**src/rtl/fp_norm_round_if.sv**
```systemverilog
`default_nettype none
// ============================================================================
// Module      : fp_norm_round_if
// Description : Handshake and data bundle for the fp_norm_round stage.
//               Upstream side: in_valid/in_ready with the unnormalised sum
//               (sign, exponent, mantissa, NaN/Inf tags).
//               Downstream side: out_valid/out_ready with the packed result
//               and its overflow/underflow qualifiers.
//               Modports:
//                 master - the environment (drives inputs, accepts results)
//                 slave  - the fp_norm_round block itself
// Revision    : 1.0 - initial release
// ============================================================================
interface fp_norm_round_if #(
  parameter int EXP_W = 8,
  parameter int MAN_W = 7,
  parameter int N     = 16
);
  logic               in_valid;
  logic               in_ready;
  logic               in_sign;
  logic [EXP_W+1:0]   in_exp;
  logic [MAN_W+4:0]   in_mant;
  logic               in_nan;
  logic               in_inf;
  logic               out_valid;
  logic               out_ready;
  logic [N-1:0]       out_data;
  logic               out_ovf;
  logic               out_unf;

  modport master (
    output in_valid, in_sign, in_exp, in_mant, in_nan, in_inf, out_ready,
    input  in_ready, out_valid, out_data, out_ovf, out_unf
  );

  modport slave (
    input  in_valid, in_sign, in_exp, in_mant, in_nan, in_inf, out_ready,
    output in_ready, out_valid, out_data, out_ovf, out_unf
  );
endinterface
`default_nettype wire

```
**src/rtl/fp_norm_round.sv**
```systemverilog
`default_nettype none
// ============================================================================
// Module      : fp_norm_round
// Description : Two-stage normalise / round-to-nearest-even stage for the
//               16-bit float format {sign, 8-bit exp (bias 127), 7-bit frac}.
//               Stage 1 normalises the adder sum (carry right shift or
//               leading-zero left shift); stage 2 rounds, handles the
//               NaN/Inf/zero tags and the exponent range limits.
// Ports       : clock       - clock
//               nreset      - asynchronous active-low reset
//               bus         - fp_norm_round_if.slave (valid/ready in and out)
//               status_clr  - clears the sticky status register
//               status      - sticky {inexact, ovf, unf}
// Options     : FP_NORM_STATUS_EN - when defined, status is a sticky register
//               OR-set on every output transfer; otherwise status reads 0.
// Revision    : 1.0 - initial release
// ============================================================================
module fp_norm_round #(
  parameter int EXP_W = 8,
  parameter int MAN_W = 7,
  parameter int N     = 16
) (
  input  wire logic        clock,
  input  wire logic        nreset,
  fp_norm_round_if.slave   bus,
  input  wire logic        status_clr,
  output logic [2:0]       status
);

  // Normalised mantissa keeps hidden..sticky (the carry slot is gone).
  localparam int NW  = MAN_W + 4;
  localparam int LZW = $clog2(NW + 1);
  // Internal exponent has headroom so +1 / -lz never wraps.
  localparam int XW  = EXP_W + 3;

  localparam logic signed [XW-1:0] EXP_ONE  = XW'(1);
  localparam logic signed [XW-1:0] EXP_ZERO = XW'(0);
  localparam logic signed [XW-1:0] EXP_MAX  = XW'((1 << EXP_W) - 1);

  // --------------------------------------------------------------------------
  // Handshake
  // --------------------------------------------------------------------------
  logic out_valid_q;
  logic stall;

  assign stall        = out_valid_q & ~bus.out_ready;
  assign bus.in_ready = ~stall;

  // --------------------------------------------------------------------------
  // Stage 1: normalise
  // --------------------------------------------------------------------------
  function automatic logic [LZW-1:0] f_lz(input logic [NW-1:0] m);
    logic [LZW-1:0] n;
    logic           found;
    n     = '0;
    found = 1'b0;
    for (int i = NW - 1; i >= 0; i--) begin
      if (!found) begin
        if (m[i]) found = 1'b1;
        else      n     = n + 1'b1;
      end
    end
    return n;
  endfunction

  logic signed [XW-1:0] exp_in;
  logic [LZW-1:0]       lz;
  logic [NW-1:0]        s1_mant_d;
  logic signed [XW-1:0] s1_exp_d;
  logic                 s1_zero_d;

  assign exp_in = {bus.in_exp[EXP_W+1], bus.in_exp};

  always_comb begin
    lz        = f_lz(bus.in_mant[NW-1:0]);
    s1_zero_d = (bus.in_mant == '0);
    if (bus.in_mant[NW]) begin
      // Carry out of the adder: shift right once, folding R|S into sticky.
      s1_mant_d = {bus.in_mant[NW:2], bus.in_mant[1] | bus.in_mant[0]};
      s1_exp_d  = exp_in + EXP_ONE;
    end else begin
      s1_mant_d = bus.in_mant[NW-1:0] << lz;
      s1_exp_d  = exp_in - $signed({{(XW-LZW){1'b0}}, lz});
    end
  end

  logic                 s1_valid_q;
  logic                 s1_sign_q;
  logic signed [XW-1:0] s1_exp_q;
  logic [NW-1:0]        s1_mant_q;
  logic                 s1_nan_q;
  logic                 s1_inf_q;
  logic                 s1_zero_q;

  // --------------------------------------------------------------------------
  // Stage 2: round to nearest even, special cases, range limits
  // --------------------------------------------------------------------------
  logic                 g_bit, r_bit, s_bit, lsb_bit, round_up;
  logic [MAN_W+1:0]     rnd_sum;
  logic [MAN_W-1:0]     rnd_frac;
  logic signed [XW-1:0] rnd_exp;
  logic [N-1:0]         out_data_d;
  logic                 out_ovf_d;
  logic                 out_unf_d;
  logic                 out_inex_d;

  assign g_bit    = s1_mant_q[2];
  assign r_bit    = s1_mant_q[1];
  assign s_bit    = s1_mant_q[0];
  assign lsb_bit  = s1_mant_q[3];
  assign round_up = g_bit & (r_bit | s_bit | lsb_bit);
  assign rnd_sum  = {1'b0, s1_mant_q[NW-1:3]} + {{(MAN_W+1){1'b0}}, round_up};

  always_comb begin
    // Rounding up from 1.11..1 reaches 2.0: renormalise by bumping exp.
    if (rnd_sum[MAN_W+1]) begin
      rnd_frac = '0;
      rnd_exp  = s1_exp_q + EXP_ONE;
    end else begin
      rnd_frac = rnd_sum[MAN_W-1:0];
      rnd_exp  = s1_exp_q;
    end
  end

  always_comb begin
    out_data_d = '0;
    out_ovf_d  = 1'b0;
    out_unf_d  = 1'b0;
    out_inex_d = g_bit | r_bit | s_bit;
    if (s1_nan_q) begin
      out_data_d = {1'b0, {EXP_W{1'b1}}, 1'b1, {(MAN_W-1){1'b0}}};
      out_inex_d = 1'b0;
    end else if (s1_inf_q) begin
      out_data_d = {s1_sign_q, {EXP_W{1'b1}}, {MAN_W{1'b0}}};
      out_inex_d = 1'b0;
    end else if (s1_zero_q) begin
      out_data_d = '0;
    end else if (rnd_exp >= EXP_MAX) begin
      out_data_d = {s1_sign_q, {EXP_W{1'b1}}, {MAN_W{1'b0}}};
      out_ovf_d  = 1'b1;
    end else if (rnd_exp <= EXP_ZERO) begin
      out_data_d = {s1_sign_q, {(N-1){1'b0}}};
      out_unf_d  = 1'b1;
    end else begin
      out_data_d = {s1_sign_q, rnd_exp[EXP_W-1:0], rnd_frac};
    end
    // Flags only mean something on a real beat.
    out_ovf_d  = out_ovf_d  & s1_valid_q;
    out_unf_d  = out_unf_d  & s1_valid_q;
    out_inex_d = out_inex_d & s1_valid_q;
  end

  logic [N-1:0] out_data_q;
  logic         out_ovf_q;
  logic         out_unf_q;
  logic         out_inex_q;

  // --------------------------------------------------------------------------
  // Pipeline registers: both stages advance together unless stalled.
  // --------------------------------------------------------------------------
  always_ff @(posedge clock or negedge nreset) begin
    if (!nreset) begin
      s1_valid_q  <= 1'b0;
      s1_sign_q   <= 1'b0;
      s1_exp_q    <= '0;
      s1_mant_q   <= '0;
      s1_nan_q    <= 1'b0;
      s1_inf_q    <= 1'b0;
      s1_zero_q   <= 1'b0;
      out_valid_q <= 1'b0;
      out_data_q  <= '0;
      out_ovf_q   <= 1'b0;
      out_unf_q   <= 1'b0;
      out_inex_q  <= 1'b0;
    end else if (!stall) begin
      s1_valid_q  <= bus.in_valid;
      s1_sign_q   <= bus.in_sign;
      s1_exp_q    <= s1_exp_d;
      s1_mant_q   <= s1_mant_d;
      s1_nan_q    <= bus.in_nan;
      s1_inf_q    <= bus.in_inf;
      s1_zero_q   <= s1_zero_d;
      out_valid_q <= s1_valid_q;
      out_data_q  <= out_data_d;
      out_ovf_q   <= out_ovf_d;
      out_unf_q   <= out_unf_d;
      out_inex_q  <= out_inex_d;
    end
  end

  assign bus.out_valid = out_valid_q;
  assign bus.out_data  = out_data_q;
  assign bus.out_ovf   = out_ovf_q;
  assign bus.out_unf   = out_unf_q;

  // --------------------------------------------------------------------------
  // Sticky status
  // --------------------------------------------------------------------------
  logic unused_ok;

`ifdef FP_NORM_STATUS_EN
  logic [2:0] status_q;
  logic [2:0] status_d;
  logic       out_xfer;

  assign out_xfer = out_valid_q & bus.out_ready;

  // Clear drops history, but an event in the same cycle still lands.
  always_comb begin
    status_d = status_clr ? 3'b000 : status_q;
    if (out_xfer) status_d = status_d | {out_inex_q, out_ovf_q, out_unf_q};
  end

  always_ff @(posedge clock or negedge nreset) begin
    if (!nreset) status_q <= 3'b000;
    else         status_q <= status_d;
  end

  assign status    = status_q;
  assign unused_ok = rnd_sum[MAN_W];
`else
  assign status    = 3'b000;
  assign unused_ok = rnd_sum[MAN_W] | status_clr | out_inex_q;
`endif

endmodule
`default_nettype wire

```
**src/flat_wrapper.sv**
```systemverilog
// flat-port wrapper written by rule: the top's interface ports become plain ports
module fp_norm_round_flat 
#(
  parameter int EXP_W = 8,
  parameter int MAN_W = 7,
  parameter int N     = 16
)
  (clock, nreset, status_clr, status, bus_in_valid, bus_in_sign, bus_in_exp, bus_in_mant, bus_in_nan, bus_in_inf, bus_out_ready, bus_in_ready, bus_out_valid, bus_out_data, bus_out_ovf, bus_out_unf);
  fp_norm_round_if #(.EXP_W(EXP_W), .MAN_W(MAN_W), .N(N)) bus_i ();
  input  wire logic clock;
  input  wire logic nreset;
  input  wire logic status_clr;
  output logic [2:0] status;
  input wire logic [$bits(bus_i.in_valid)-1:0] bus_in_valid;
  input wire logic [$bits(bus_i.in_sign)-1:0] bus_in_sign;
  input wire logic [$bits(bus_i.in_exp)-1:0] bus_in_exp;
  input wire logic [$bits(bus_i.in_mant)-1:0] bus_in_mant;
  input wire logic [$bits(bus_i.in_nan)-1:0] bus_in_nan;
  input wire logic [$bits(bus_i.in_inf)-1:0] bus_in_inf;
  input wire logic [$bits(bus_i.out_ready)-1:0] bus_out_ready;
  output wire logic [$bits(bus_i.in_ready)-1:0] bus_in_ready;
  output wire logic [$bits(bus_i.out_valid)-1:0] bus_out_valid;
  output wire logic [$bits(bus_i.out_data)-1:0] bus_out_data;
  output wire logic [$bits(bus_i.out_ovf)-1:0] bus_out_ovf;
  output wire logic [$bits(bus_i.out_unf)-1:0] bus_out_unf;
  assign bus_i.in_valid = bus_in_valid;
  assign bus_i.in_sign = bus_in_sign;
  assign bus_i.in_exp = bus_in_exp;
  assign bus_i.in_mant = bus_in_mant;
  assign bus_i.in_nan = bus_in_nan;
  assign bus_i.in_inf = bus_in_inf;
  assign bus_i.out_ready = bus_out_ready;
  assign bus_in_ready = bus_i.in_ready;
  assign bus_out_valid = bus_i.out_valid;
  assign bus_out_data = bus_i.out_data;
  assign bus_out_ovf = bus_i.out_ovf;
  assign bus_out_unf = bus_i.out_unf;
  fp_norm_round #(.EXP_W(EXP_W), .MAN_W(MAN_W), .N(N)) u_core (.clock(clock), .nreset(nreset), .bus(bus_i), .status_clr(status_clr), .status(status));
endmodule
```
**config.mk**
```make
export PLATFORM = sky130hd
export DESIGN_NAME = fp_norm_round_flat
export DESIGN_NICKNAME = d
export VERILOG_FILES = /design/src/rtl/fp_norm_round_if.sv /design/src/rtl/fp_norm_round.sv /design/src/flat_wrapper.sv
export SDC_FILE = /design/constraint.sdc
export NUM_CORES = 1
export LEC_CHECK = 0
export BUFFER_PORTS_ARGS = -buffer_cell sky130_fd_sc_hd__clkbuf_2
export CAP_MARGIN = 20
export CORE_MARGIN = 2
export CORE_UTILIZATION = 55
export DETAILED_ROUTE_END_ITERATION = 8
export PLACE_DENSITY = 0.77
export SKIP_CTS_REPAIR_TIMING = 1
export SLEW_MARGIN = 20
export SYNTH_ARGS = -nofsm -noshare
export SYNTH_HDL_FRONTEND = slang
export SYNTH_SLANG_ARGS = --single-unit
```
**constraint.sdc**
```tcl
create_clock -name clock -period 3.75 [get_ports clock]
set_input_delay 0.5625 -clock clock [delete_from_list [all_inputs] [get_ports clock]]
set_output_delay 0.5625 -clock clock [all_outputs]
set_load 0.005 [all_outputs]
```
## After elaboration in Yosys (flattened, before gate mapping)

Cells that the tools add are included.

| operators by class | value |
|---|---|
| add/subtract/negate cells | 14 |
| magnitude comparators | 2 |
| shift-type cells | 1 |
| multiplexer cells | 58 |
| bitwise gates (word level) | 9 |
| reduce and logical (&&, ||, !) cells | 1 |

Operators by type and width:

| cell | number |
|---|---|
| two-way mux 4 bit | 20 |
| two-way mux 16 bit | 3 |
| adder 4 x 1 -> 4 bit, second input constant | 9 |
| two-way mux 11 bit | 3 |
| two-way mux 15 bit | 2 |
| two-way mux 1 bit | 29 |
| logical NOT 12 bit | 1 |
| adder 10 x 2 -> 11 bit, second input constant | 1 |
| adder 11 x 2 -> 11 bit, second input constant | 1 |
| greater-or-equal comparator 11 x 9 -> 1 bit, second input constant | 1 |
| <= comparator 11 x 1 -> 1 bit, second input constant | 1 |
| left shift 11 x 4 -> 11 bit | 1 |
| subtractor 10 x 5 -> 11 bit | 1 |
| adder 8 x 1 -> 9 bit | 1 |
| two-way mux 7 bit | 1 |
| bitwise AND 1 bit | 4 |
| bitwise OR 1 bit | 3 |
| adder 1 x 1 -> 2 bit, second input constant | 1 |
| inverter 1 bit | 2 |

| word-level totals | value |
|---|---|
| bits in registers | 46 |
| output and inout port bits | 23 |
| logic and storage cells | 96 |

## Longest topological paths before layout

| logic depth | value |
|---|---|
| depth in word-level cells | 33 |
| gate-level depth with buffers | 35 |
| gate-level depth less buffers | 34 |

## Worst setup path after synthesis

No wires, ideal clock.

| path | value |
|---|---|
| path kind | input to register |
| start | input bus_in_mant[8] |
| end | register u_core.s1_exp_q[10] |
| library setup time | 0.077 ns |
| arrival time | 7.081 ns |
| path slack | -3.409 ns |
| cell stages on the path | 33 |
| buffers on the path | 2 |
| cell sequence | buf_2 > a21oi_1 > ha_1 > o31a_1 > ha_1 > o41ai_1 > mux2_2 > ha_1 > mux2_2 > o21ai_0 > ha_1 > inv_1 > xnor2_1 > a21oi_1 > ha_1 > nand2b_1 > xnor3_1 > nand2_1 > xnor2_2 > buf_2 > nand2_1 > nor2_1 > ha_1 > nor2b_1 > ha_1 > a21oi_1 > nor2b_1 > o21a_1 > or4_1 > a41o_1 > a21oi_1 > xor3_1 > a21oi_1 |

| between the ends | value |
|---|---|
| word-level cells in the longest chain between the ends | 28 |
| elaborated cells between the ends (all ways) | 37 |

Ends and longest elaborated chain:

| what | RTL line | source |
|---|---|---|
| start, declared | flat_wrapper.sv:17 | `input wire logic [$bits(bus_i.in_mant)-1:0] bus_in_mant;` |
| two-way mux 4 bit | fp_norm_round.sv:59 | `if (m[i]) found = 1'b1;` |
| two-way mux 4 bit | fp_norm_round.sv:58 | `if (!found) begin` |
| adder 4 x 1 -> 4 bit | fp_norm_round.sv:60 | `else n = n + 1'b1;` |
| two-way mux 4 bit | fp_norm_round.sv:59 |  |
| two-way mux 4 bit | fp_norm_round.sv:58 |  |
| adder 4 x 1 -> 4 bit | fp_norm_round.sv:60 |  |
| two-way mux 4 bit | fp_norm_round.sv:59 |  |
| two-way mux 4 bit | fp_norm_round.sv:58 |  |
| (+12 left out) | -- |  |
| adder 4 x 1 -> 4 bit | fp_norm_round.sv:60 |  |
| two-way mux 4 bit | fp_norm_round.sv:59 |  |
| two-way mux 4 bit | fp_norm_round.sv:58 |  |
| adder 4 x 1 -> 4 bit | fp_norm_round.sv:60 |  |
| two-way mux 4 bit | fp_norm_round.sv:59 |  |
| two-way mux 4 bit * | fp_norm_round.sv:58 |  |
| subtractor 10 x 5 -> 11 bit * | fp_norm_round.sv:83 | `s1_exp_d = exp_in - $signed({{(XW-LZW){1'b0}}, lz});` |
| two-way mux 11 bit * | fp_norm_round.sv:77 | `if (bus.in_mant[NW]) begin` |
| end signal, assigned | fp_norm_round.sv:178 | `s1_exp_q <= s1_exp_d;` |
| end, declared | fp_norm_round.sv:89 | `logic signed [XW-1:0] s1_exp_q;` |

Mark *: on every way between the ends. The rest lies on a longest branch, timed or not.
A chain may end at the register's enable or synchronous reset.

## Worst setup path in the final report

| path | value |
|---|---|
| start | input bus_in_mant[9] |
| end | register u_core.s1_exp_q[10] |

| between the ends | value |
|---|---|
| word-level cells in the longest chain between the ends | 31 |
| elaborated cells between the ends (all ways) | 41 |

Ends and longest elaborated chain:

| what | RTL line |
|---|---|
| two-way mux 4 bit | fp_norm_round.sv:59 |
| two-way mux 4 bit | fp_norm_round.sv:58 |
| adder 4 x 1 -> 4 bit | fp_norm_round.sv:60 |
| two-way mux 4 bit | fp_norm_round.sv:59 |
| two-way mux 4 bit | fp_norm_round.sv:58 |
| adder 4 x 1 -> 4 bit | fp_norm_round.sv:60 |
| two-way mux 4 bit | fp_norm_round.sv:59 |
| two-way mux 4 bit | fp_norm_round.sv:58 |
| (+15 left out) | -- |
| adder 4 x 1 -> 4 bit | fp_norm_round.sv:60 |
| two-way mux 4 bit | fp_norm_round.sv:59 |
| two-way mux 4 bit | fp_norm_round.sv:58 |
| adder 4 x 1 -> 4 bit | fp_norm_round.sv:60 |
| two-way mux 4 bit | fp_norm_round.sv:59 |
| two-way mux 4 bit * | fp_norm_round.sv:58 |
| subtractor 10 x 5 -> 11 bit * | fp_norm_round.sv:83 |
| two-way mux 11 bit * | fp_norm_round.sv:77 |

Marked as above.

==> flow_metrics.tcl <==
set metrics [dict create \
    hold-worst-slack_ns 0.261 \
    syn_inst 470 \
    fin_nets 646 \
    numPortBuffers 48 \
    maxCapViolCount 0 \
    setup_viol 21 \
    gp_congestion 0.935 \
    finalNonFillerCells 690 \
    dp_cells 674 \
    gr-total-overflow 0 \
    fin_skew_ns 0.00659 \
    area_growth_syn_to_layout_pct 39.1 \
    synth_area_leaders "dfrtp_1, ha_1, nand2_1, nor2_1, a21oi_1" \
    drive_above_1_share_pct 37.7 \
    first_pass_iters 5 \
    setup_tns_ns -33.12 \
    path_common_cell "ha_4" \
    utilization_pct 79.9 \
    tritoncts "built" \
    p_seq_share_pct 39.9 \
    grt_pass1_vias 3809 \
    p_leak_nw 2.53 \
    worst_path_max_delay_cell "or4_4" \
    clockPowerShare_pct 16.3 \
    hold_viol_final 0 \
    syn_avg_cell_area_um2 8.40 \
    slew_headroom_pct 44.9 \
    grt_pass1_wl_um 17100 \
    synth_largest_area_cell "dfrtp_1" \
    power.total_mw 1.72 \
    power_density_mw_per_mm2 313 \
    cts.reportedPaths.clkPinSlew_ns 0.08 \
    ff2ff_setup_slack_ns 0.54 \
    fin_ws_ns -2.84 \
    slew_viol_final 0 \
    start_util_pct 57.5 \
    antenna_found_initial 0 \
    dp_hpwl_um 8140 \
    yosysWarnings 0 \
    ys_seq_area_share_pct 29.2 \
    via_per_inst 5.91 \
    cts_max_level 2 \
    max_stage_delay_ns 0.43 \
    worstMarginPinSlew_ns 0.820 \
    dieArea_mm2 0.00787 \
    rsz0062_at_grt "true" \
    grt_max_degree 47 \
    crit_arrival_ns 6.82 \
    period_share_pct 176 \
    drt_wl_total_um 11400 \
    core_area_mm2 0.00687 \
    cp_top_family "compound AO/OA/AOI/OAI gates" \
    place_ws_ns -3.24 \
    io_pins 53 \
    syn_area_mm2 0.00395 \
    mostFrequentLayoutCell "buf_4" \
    place_area_mm2 0.00492 \
    p_int_mw 1.08 \
    numCtsBuffers 5 \
    ys.flop_type "dfrtp_1" \
    via_count 4076 \
    diodes 0 \
    post-route-drc-count 0 \
    outcome "complete, but fails checks" \
    fillers 457 \
    crit_fanout 5 \
    p_sw_mw 0.639 \
    ctsLongestPathBuffers 2 \
    dieHeight_um 88.7 \
    ir_drop_uv 161 \
    synth_top_area_share_pct 29.2 \
    synth_async_sr_flop_share_pct 100 \
    p_sw_share_pct 37.1 \
    worstSetupPathType "input pin to register" \
    period_minus_slack_ns 6.59 \
    fmax_mhz 152 \
    rows 30 \
    stdcell_area_mm2 0.00549 \
    critPathCaptureType "register" \
    track_usage_pct 26.8 \
    avgRoutedWirePerCell_um 16.5 \
    required_ns 3.97 \
    synth_cell_types 71 \
    clock-root-buffer "clkbuf_8" \
    synth_edf_count 0 \
    startpoint_type "input pin" \
    final_antenna_net_count 0 \
    final_cell_mix "buf_4, nand2_1, nor2_1, dfrtp_1, clkbuf_2" \
    p_comb_share_pct 43.8 \
    ys_seq_elements 46 \
    violations "negative setup slack" \
    worstSkewPairLatency_ns 0.29 \
    clock_sinks 46 \
    die_w_um 88.7 \
    first_iter_violations 315 \
    path_buf_inv 2 \
    hold_class "input pin to async pin" \
]
## flip-flops by register name (all words and copies together) (netlist names)
name                  cells
u_core.s1_sign_q          1
u_core.bus.out_valid      1
u_core.bus.out_unf        1
u_core.s1_nan_q           1
u_core.s1_inf_q           1
u_core.bus.out_ovf        1
u_core.bus.out_data      16
u_core.s1_mant_q         11
u_core.s1_zero_q          1
u_core.s1_valid_q         1
u_core.s1_exp_q          11
## synthesized netlist by cell type (6+ instances only)
cell type   n
dfrtp_1    46
a22o_1      6
a21oi_1    35
nand3b_1    6
nor3_1     10
clkbuf_1   15
mux2_2      7
ha_1       21
o21ai_0    22
nor2_1     50
nand2b_1    9
mux2i_1    14
nand2_1    52
nor2b_1     9
xnor2_1    15
xor2_1     12
nand3_1    10
inv_1      15
a31oi_1     6
## final timing paths
path / from / endpoint / cells past startpoint
max: bus_in_mant[9] / u_core.s1_exp_q[10] / 32
min: nreset / u_core.s1_exp_q[9] / 1
max reg2reg: u_core.s1_mant_q[2] / u_core.bus.out_data[5] / 11
min reg2reg: u_core.bus.out_data[15] / u_core.bus.out_data[15] / 2
max in group asynchronous: nreset / u_core.s1_mant_q[0] / 1
min in group clock: bus_in_inf / u_core.s1_inf_q / 3
## cell families (layout without fill, tap and decap cells)
logic type               after synthesis  after routing  share of synthesized area (%)
AO/OA/AOI/OAI                        123            123                           21.6
XOR/XNOR                              30             30                           7.57
buffers and inverters                 42            164                           4.44
other                                  1              3                         0.0950
flip-flops                            46             46                           29.2
AND/OR/NAND/NOR                      184            184                           23.9
adder cells (fa/ha/maj)               22             22                           7.16
multiplexers                          22             22                           6.12
## layout make-up
cell class,count,area [µm²],share of cell area [%]
Multi-Input combinational cell,384,3050,55.6
Sequential cell,46,1150,21.0
Timing Repair Buffer,142,1030,18.7
Tap cell,96,120,2.19
Clock buffer,5,68.8,1.25
Inverter,15,63.8,1.16
Clock inverter,2,10.0,0.182
## power groups by stage
stage	combinational (mW)	sequential, mW	clock (mW)
5_1_grt	0.824	0.702	0.312
3_5_place_dp	0.653	0.695	0
6_report	0.753	0.686	0.281
3_3_place_gp	0.632	0.689	0
4_1_cts	0.657	0.685	0.286
2_1_floorplan	0.437	0.657	0
## layer usage
layer | track usage, % | vias up | wire, µm
met3 | 2.52 | 23 | 519
met2 | 48.0 | 148 | 5970
met4 | 6.75 | 0 | 201
met1 | 34.7 | 1961 | 4700
li1 | - | 1944 | -
met5 | 0 | - | 0
(Power assumes the default switching activity.)
